File: src/rtl/tone_gen_if.sv
// Sample stream from the tone generator to the i2s_serdes DAC sample input.
interface tone_gen_if #(
  parameter int DWIDTH = 24
);
  logic [2*DWIDTH-1:0] sample_data;
  logic                sample_valid;
  logic                sample_ready;

  modport master (output sample_data, output sample_valid, input sample_ready);
  modport slave  (input sample_data, input sample_valid, output sample_ready);
endinterface

File: src/rtl/tone_gen.sv
// Square/triangle tone generator feeding a stereo valid/ready sample stream.
// Settings are shadowed and only reloaded when the phase wraps, so a period never tears.
module tone_gen #(
  parameter int DWIDTH = 24,
  parameter int PWIDTH = 16
) (
  input  logic              clk,
  input  logic              reset_n,
  input  logic              enabled,
  input  logic [1:0]        wave_sel,
  input  logic [PWIDTH-1:0] half_period,
  input  logic [DWIDTH-2:0] amplitude,
  input  logic [DWIDTH-2:0] step,
  tone_gen_if.master        dac
);

  localparam int TW = DWIDTH + 1;
  localparam logic [PWIDTH:0] ONE_P = 1;

  typedef enum logic [1:0] {IDLE = 2'd0, RUN = 2'd1, DRAIN = 2'd2} state_t;

  typedef struct packed {
    logic [1:0]        wave;
    logic [PWIDTH-1:0] hp;
    logic [DWIDTH-2:0] amp;
    logic [DWIDTH-2:0] stp;
  } shadow_t;

  // Reset asserts asynchronously, releases two clk edges after reset_n rises.
  logic [1:0] rst_sync;
  logic       rst_n_i;

  always_ff @(posedge clk or negedge reset_n) begin
    if (!reset_n) rst_sync <= 2'b00;
    else          rst_sync <= {rst_sync[0], 1'b1};
  end

  assign rst_n_i = rst_sync[1];

  state_t                 state_q, state_d;
  shadow_t                shd_q, shd_d, port_shd;
  logic [PWIDTH:0]        phase_q, phase_d, phase_last;
  logic signed [TW-1:0]   tri_q, tri_d, step_x, amp_x, tri_up, tri_dn;
  logic                   down_q, down_d;
  logic [DWIDTH-1:0]      smp_q, smp_d;
  logic                   vld_q, vld_d;
  logic                   xfer, wrap, go_idle;

  function automatic logic [PWIDTH-1:0] hp_eff(input logic [PWIDTH-1:0] hp);
    return (hp == '0) ? PWIDTH'(1) : hp;
  endfunction

  function automatic logic [DWIDTH-1:0] wave_val(input shadow_t s, input logic [PWIDTH:0] ph,
                                                 input logic signed [TW-1:0] t);
    logic [DWIDTH-1:0] mag;
    mag = {1'b0, s.amp};
    case (s.wave)
      2'd0:    wave_val = (ph < {1'b0, hp_eff(s.hp)}) ? mag : -mag;
      2'd1:    wave_val = t[DWIDTH-1:0];
      default: wave_val = '0;
    endcase
  endfunction

  assign port_shd   = {wave_sel, half_period, amplitude, step};
  assign xfer       = vld_q & dac.sample_ready;
  assign phase_last = {hp_eff(shd_q.hp), 1'b0} - ONE_P;
  assign wrap       = (phase_q == phase_last);

  // One bit of headroom so tri +/- step never wraps before the clamp compare.
  assign step_x = $signed({2'b00, shd_q.stp});
  assign amp_x  = $signed({2'b00, shd_q.amp});
  assign tri_up = tri_q + step_x;
  assign tri_dn = tri_q - step_x;

  always_comb begin
    state_d = state_q;
    shd_d   = shd_q;
    phase_d = phase_q;
    tri_d   = tri_q;
    down_d  = down_q;
    smp_d   = smp_q;
    vld_d   = vld_q;
    go_idle = 1'b0;

    case (state_q)
      IDLE: begin
        if (enabled) begin
          state_d = RUN;
          shd_d   = port_shd;
          phase_d = '0;
          tri_d   = '0;
          down_d  = 1'b0;
          smp_d   = wave_val(port_shd, '0, '0);
          vld_d   = 1'b1;
        end
      end
      RUN: begin
        if (xfer && enabled) begin
          phase_d = wrap ? '0 : phase_q + ONE_P;
          if (wrap) shd_d = port_shd;
          if (shd_q.wave == 2'd1) begin
            if (!down_q) begin
              if (tri_up >= amp_x) begin
                tri_d  = amp_x;
                down_d = 1'b1;
              end else begin
                tri_d  = tri_up;
              end
            end else begin
              if (tri_dn <= -amp_x) begin
                tri_d  = -amp_x;
                down_d = 1'b0;
              end else begin
                tri_d  = tri_dn;
              end
            end
          end
          // Next sample is registered on the transfer edge for back-to-back streaming.
          smp_d = wave_val(shd_d, phase_d, tri_d);
        end else if (xfer) begin
          go_idle = 1'b1;
        end else if (!enabled) begin
          state_d = DRAIN;
        end
      end
      DRAIN: begin
        if (xfer) go_idle = 1'b1;
      end
      default: state_d = IDLE;
    endcase

    if (go_idle) begin
      state_d = IDLE;
      vld_d   = 1'b0;
      phase_d = '0;
      tri_d   = '0;
      down_d  = 1'b0;
      smp_d   = '0;
    end
  end

  always_ff @(posedge clk or negedge rst_n_i) begin
    if (!rst_n_i) begin
      state_q <= IDLE;
      shd_q   <= '0;
      phase_q <= '0;
      tri_q   <= '0;
      down_q  <= 1'b0;
      smp_q   <= '0;
      vld_q   <= 1'b0;
    end else begin
      state_q <= state_d;
      shd_q   <= shd_d;
      phase_q <= phase_d;
      tri_q   <= tri_d;
      down_q  <= down_d;
      smp_q   <= smp_d;
      vld_q   <= vld_d;
    end
  end

  assign dac.sample_data  = {smp_q, smp_q};
  assign dac.sample_valid = vld_q;

endmodule

File: src/flat_wrapper.sv
// flat-port wrapper written by rule: the top's interface ports become plain ports
module tone_gen_flat 
#(
  parameter int DWIDTH = 24,
  parameter int PWIDTH = 16
)
  (clk, reset_n, enabled, wave_sel, half_period, amplitude, step, dac_sample_data, dac_sample_valid, dac_sample_ready);
  tone_gen_if #(.DWIDTH(DWIDTH)) dac_i ();
  input  logic clk;
  input  logic reset_n;
  input  logic enabled;
  input  logic [1:0] wave_sel;
  input  logic [PWIDTH-1:0] half_period;
  input  logic [DWIDTH-2:0] amplitude;
  input  logic [DWIDTH-2:0] step;
  output wire logic [$bits(dac_i.sample_data)-1:0] dac_sample_data;
  output wire logic [$bits(dac_i.sample_valid)-1:0] dac_sample_valid;
  input wire logic [$bits(dac_i.sample_ready)-1:0] dac_sample_ready;
  assign dac_sample_data = dac_i.sample_data;
  assign dac_sample_valid = dac_i.sample_valid;
  assign dac_i.sample_ready = dac_sample_ready;
  tone_gen #(.DWIDTH(DWIDTH), .PWIDTH(PWIDTH)) u_core (.clk(clk), .reset_n(reset_n), .enabled(enabled), .wave_sel(wave_sel), .half_period(half_period), .amplitude(amplitude), .step(step), .dac(dac_i));
endmodule
File: config.mk
export PLATFORM = sky130hd
export DESIGN_NAME = tone_gen_flat
export DESIGN_NICKNAME = d
export VERILOG_FILES = /design/src/rtl/tone_gen_if.sv /design/src/rtl/tone_gen.sv /design/src/flat_wrapper.sv
export SDC_FILE = /design/constraint.sdc
export NUM_CORES = 1
export LEC_CHECK = 0
export CAP_MARGIN = 20
export CORE_MARGIN = 2
export CORE_UTILIZATION = 55
export CTS_CLUSTER_SIZE = 24
export DETAILED_ROUTE_END_ITERATION = 8
export HOLD_SLACK_MARGIN = 0.12
export PLACE_DENSITY_LB_ADDON = 0.25
export SLEW_MARGIN = 20
export SYNTH_ARGS = -nofsm -noshare
export SYNTH_HDL_FRONTEND = slang
export SYNTH_SLANG_ARGS = --single-unit
File: constraint.sdc
create_clock -name clk -period 4.7 [get_ports clk]
set_input_delay 1.175 -clock clk [delete_from_list [all_inputs] [get_ports clk]]
set_output_delay 1.175 -clock clk [all_outputs]
set_load 0.1 [all_outputs]
# Word-level counts from Yosys, hierarchy flattened
# Index checks and enable logic that the tools add are counted.
[classes] addsub=7 order_cmp=4 eq_ne=15 mux=50 n_bitwise=1 n_reduce_logical=17
[op_table] op="two-way mux 64 bit" count=5
[op_table] op="two-way mux 25 bit" count=7
[op_table] op="two-way mux 24 bit" count=6
[op_table] op="one-hot mux 64 bit (2 select lines)" count=1
[op_table] op="one-hot mux 24 bit (2 select lines)" count=2
[op_table] op="two-way mux 17 bit" count=4
[op_table] op="one-hot mux 25 bit (2 select lines)" count=1
[op_table] op="logical NOT 16 bit" count=3
[op_table] op="two-way mux 16 bit" count=3
[op_table] op="negation 23 -> 24 bit" count=2
[op_table] op="one-hot mux 17 bit (2 select lines)" count=1
[op_table] op="adder 25 x 24 -> 25 bit" count=1
[op_table] op=">= comparator 25 x 24 -> 1 bit" count=1
[op_table] op="less-or-equal comparator 25 bit" count=1
[op_table] op="negation 23 -> 25 bit" count=1
[op_table] op="subtractor 25 x 24 -> 25 bit" count=1
[op_table] op="adder 17 x 1 -> 17 bit, second input constant" count=1
[op_table] op="== test 17 bit" count=1
[op_table] op="< comparator 17 x 16 -> 1 bit" count=1
[op_table] op="subtractor 17 x 1 -> 17 bit, second input constant" count=1
[op_table] op="< comparator 1 x 16 -> 1 bit, first input constant" count=1
[op_table] op="two-way mux 1 bit" count=12
[op_table] op="two-way mux 2 bit" count=5
[op_table] op="!= test 3 x 2 -> 1 bit, second input constant" count=3
[op_table] op="other kinds (17)" count=29
[word_totals] regBits=136 inputBits=68 word_cells=106

# Logic depth before layout (Yosys ltp)
[logic_depth] depth_word=15 mapped_depth=34 mapped_depth_nobuf=25

# Worst setup path after synthesis
# No wires, ideal clock.
[synth_path] path_type="reg-to-reg" start="register u_core.shd_q[51] (netlist name)" end="register u_core.smp_q[3]" t_arrival_ns=5.742 path_slack_ns=-1.171 path_stages_with_launch=33 synth_period_minus_slack_ns=5.871 path_cell_list="dfrtp_1 -> buf_6 -> or4_4 -> buf_6 -> nor3_1 -> a31o_2 -> inv_1 -> ha_1 -> xor2_1 -> nand2_1 -> or4_1 -> a211oi_1 -> nand4_2 -> nor2_2 -> buf_6 -> buf_6 -> buf_6 -> buf_6 -> buf_2 -> mux2i_1 -> ha_1 -> a21oi_1 -> nor2_1 -> a211oi_1 -> o21ai_0 -> nand2_1 -> and3_1 -> o211ai_1 -> buf_2 -> nor2b_1 -> xnor2_1 -> a211oi_1 -> a31oi_1"
[synth_via] elab_chain_len=15 word_cells_on_any_way=19 cone_classes="add/sub: 2; order compare: 1; eq/ne: 2; mux: 11; reduce/logical: 3"
[synth_rtl] item="start, declared" line="tone_gen.sv:41" rtl="shadow_t shd_q, shd_d, port_shd;"
[synth_rtl] item="start signal, assigned" line="tone_gen.sv:145" rtl="shd_q <= '0;"
[synth_rtl] item="start signal, assigned" line="tone_gen.sv:153" rtl="shd_q <= shd_d;"
[synth_rtl] item="logical NOT 16 bit" line="tone_gen.sv:50" rtl="return (hp == '0) ? PWIDTH'(1) : hp;"
[synth_rtl] item="two-way mux 16 bit" line="tone_gen.sv:50"
[synth_rtl] item="subtractor 17 x 1 -> 17 bit" line="tone_gen.sv:66" rtl="assign phase_last = {hp_eff(shd_q.hp), 1'b0} - ONE_P;"
[synth_rtl] item="== test 17 bit" line="tone_gen.sv:67" rtl="assign wrap = (phase_q == phase_last);"
[synth_rtl] item="two-way mux 64 bit" line="tone_gen.sv:100" rtl="if (wrap) shd_d = port_shd;"
[synth_rtl] item="two-way mux 64 bit" line="tone_gen.sv:98" rtl="if (xfer && enabled) begin"
[synth_rtl] item="two-way mux 64 bit" line="tone_gen.sv:85" rtl="case (state_q)"
[synth_rtl] item="logical NOT 16 bit" line="tone_gen.sv:50"
[synth_rtl] item="two-way mux 16 bit" line="tone_gen.sv:50"
[synth_rtl] item="< comparator 17 x 16 -> 1 bit" line="tone_gen.sv:58" rtl="2'd0: wave_val = (ph < {1'b0, hp_eff(s.hp)}) ? mag : -mag;"
[synth_rtl] item="two-way mux 24 bit" line="tone_gen.sv:58"
[synth_rtl] item="one-hot mux 24 bit (2 select lines) *" line="tone_gen.sv:57" rtl="case (s.wave)"
[synth_rtl] item="two-way mux 24 bit *" line="tone_gen.sv:98"
[synth_rtl] item="one-hot mux 24 bit (2 select lines) *" line="tone_gen.sv:85"
[synth_rtl] item="two-way mux 24 bit *" line="tone_gen.sv:132" rtl="if (go_idle) begin"
[synth_rtl] item="end signal, assigned" line="tone_gen.sv:157" rtl="smp_q <= smp_d;"
[synth_rtl] item="end, declared" line="tone_gen.sv:45" rtl="logic [DWIDTH-1:0] smp_q, smp_d;"
# Every way passes the cells marked *; elsewhere a longest branch is shown, timed or not. The select of a mux whose other input is x is not followed.
# A chain may end at the register's enable or synchronous reset.

# Worst setup path in the final report
[layout_path] start="register u_core.shd_q[49] (netlist name)" end="register u_core.smp_q[11]"
# The elaborated chain is that of the path after synthesis.

==> reports/results.ini <==
[outcome]
violations=setup timing
status=finished, violations left

[drt]
via_per_inst=6.48
antenna_left=0
drt_iter0_markers=2260
vias=15034
wl_um=53500
drc=0
firstDrtPassIters=7
wl_per_cell_um=23.1

[synth]
synth.cell_area_um2=13200
synth_cells=1593
synth_ff_type=dfrtp_1
avgSynthCellArea_um2=8.31
async_flop_share_pct=100
synth-edff-count=0
syn-num-nets=1779
synth_seq_cells=136
synth.distinct_cells=85
ys_warn_count=0
synth-seq-area-share_pct=25.7

[sta]
period_minus_slack_ns=5.80
drv_slew=0
max-slew-margin-rel_pct=29.8
post-route-period-util_pct=123
finalHoldViolations=0
fin_skew_ns=0.0163
setup_viol=50
worst_slew_pin_slew_ns=1.05
max_freq_mhz=173
final.setup.tns_ns=-37.75
rsz0062_at_grt=yes
setup_slack_ns=-1.10

[final_layout]
layoutNonFillerInstCount=2319
antenna_cells=0
nFillCells=1516
areaGrowthSynthToFinish_pct=44.1
final_core_util_pct=81.1
seq_area_um2=3410
fin_nets=2173
drive_gt1_share_pct=33.3
multiInputGateArea_um2=10100

[die]
initial_utilization_pct=56.2
ios=117
die_y_um=159
die_w_um=159
core_area_um2=23500
num_rows=56
fp.dieArea_um2=25300

[worst_setup_path]
cp_data_required_time_ns=5.03
cp_common_cell=nor2_1
critPathKind=flip-flop to flip-flop
cp_max_fo=6
slowest_stage=or4_4
worstSetupEndpointType=flip-flop
crit_arrival_ns=6.12
start_kind=flip-flop
max_stage_delay_ns=0.56

[grt]
grt_busiest_layer=met2
grt_overflow=0
track_usage_pct=39.2
grt_pass1_wl_um=78500
grt_use_met1_pct=56.6
first_global_vias=14144
grt_max_degree=85
grt_use_met2_pct=57.4
grtUsageMet3_pct=8.93
antenna_found_initial=0

[place]
place_hpwl_um=37600
place_inst=2229
detailedPlace.worstSlack_ns=-1.05
io_buffers=116
gp_congestion=1.02

[clock_tree]
cts.clk_slew.worst_paths_ns=0.07
cts_buffers=17
cts_tree=built
worstSkewPairLatency_ns=0.45
cts-htree-levels=4
hold_buffers=0
clock-root-buffer=clkbuf_16
clk_path_buf_depth=2
cts.sinks=136

[job]
cap_violations=0

[worst_hold_path]
min_path_type=flip-flop to flip-flop

cell type report:
type | instances | share of cell area, %
Multi-Input combinational cell | 1258 | 52.7
Timing Repair Buffer | 490 | 22.7
Sequential cell | 136 | 17.9
Clock buffer | 19 | 2.27
Tap cell | 319 | 2.09
Inverter | 84 | 1.68
Clock inverter | 13 | 0.695
critical path, delay by kind of cell (launching register included):
family / cells / cell delay (ns)
DFF: 1 / 0.38
buffers and inverters: 7 / 0.90
xor gates and xnor gates: 2 / 0.32
AOI/OAI and AO/OA: 6 / 1.08
and+or+nand+nor: 12 / 2.39
adders and majority gates: 2 / 0.57
synth_stat cells (17+ instances only):
master / n / area share, %
o21a_1: 18 / 1.0
buf_2: 21 / 0.79
nor2b_1: 24 / 1.1
a31oi_1: 19 / 0.90
mux2_2: 70 / 6.0
a21oi_1: 117 / 4.4
nand2_1: 101 / 2.9
o21ai_0: 88 / 3.3
dfrtp_1: 136 / 26
nor3_1: 56 / 2.1
nand3_1: 36 / 1.4
nor2_1: 150 / 4.3
xnor2_1: 77 / 5.1
inv_1: 84 / 2.4
buf_4: 31 / 1.8
xor2_1: 36 / 2.4
mux2i_1: 25 / 1.9
o21ai_1: 22 / 0.83
a211oi_1: 17 / 0.96
clkbuf_1: 53 / 1.5
a22o_1: 28 / 1.9
ha_1: 116 / 11
cells in the final DEF (no fill, tap or decap), drive strengths merged, types with 10 or more instances in the layout:
cell and count:
buf 369, nor2 151, dfrtp 136, a21oi 118, clkdlybuf4s50 116, ha 116
o21ai 110, nand2 102, inv 91, xnor2 77, mux2 70, nor3 56
nand3 36, xor2 36, a22o 28, mux2i 25, nor2b 24, clkbuf 24
o21a 19, a31oi 19, nand4 18, nor4 17, a211oi 17, a221oi 16
a21o 14, nand2b 14, o211ai 12, and3 12, or4 12, or3 11
o31ai 10
layer usage:
layer / share of wire (%) / up-vias
met5: 0 / -
met4: 5.0 / 0
met3: 13 / 251
met2: 41 / 1192
met1: 41 / 7037
li1: - / 6554
registers in the layout, indices dropped and copies added (netlist names):
name,count
u_core.smp_q,24
u_core.shd_q,41
u_core.state_q,2
u_core.rst_sync,2
u_core.amp_x,23
u_core.tri_q,25
u_core.phase_q,17
u_core.down_q,1
u_core.dac.sample_valid,1
stage by stage:
step | hold slack, ns | instance area [um2]
after floorplan | 0.331 | 13300
after global placement | 0.344 | 16700
after detailed placement | 0.346 | 16700
after CTS | 0.371 | 18000
after global routing | 0.377 | 19100
final | 0.366 | 19100
worst paths after layout:
kind                                    start            endpoint  slack (ns)  cells past startpoint
max                          u_core.shd_q[49]    u_core.smp_q[11]       -1.10                     29
min                        u_core.rst_sync[0]  u_core.rst_sync[1]        0.37                      0
max reg2reg                  u_core.shd_q[49]    u_core.smp_q[11]       -1.10                     29
min reg2reg                u_core.rst_sync[0]  u_core.rst_sync[1]        0.37                      0
max in group asynchronous  u_core.rst_sync[1]  u_core.phase_q[11]        3.35                      1
min in group asynchronous  u_core.rst_sync[1]    u_core.smp_q[18]        0.38                      0
timing repair:
action | in CTS | in global routing
cloned | 2 | 7
endpoints found under the setup margin | 114 | 114
gates resized for setup | 137 | 154
pin swaps | 72 | 124
hold endpoints to repair | 0 | 0
setup buffers | 25 | 34
cells by family (layout without fill, tap and decap cells):
family	count (synthesis)	in the layout	share of synthesized area [%]
AND/OR/NAND/NOR	488	488	18.4
AO/OA/AOI/OAI	443	443	22.1
buffers and inverters	199	606	7.12
flip-flops	136	136	25.7
adder cells (fa/ha/maj)	118	118	11.3
XOR/XNOR	113	113	7.48
multiplexers	95	95	7.84
other	1	1	0.0283
Power is not shown: default switching activity piles up to over one toggle a cycle in this logic, so the estimate is an artifact.
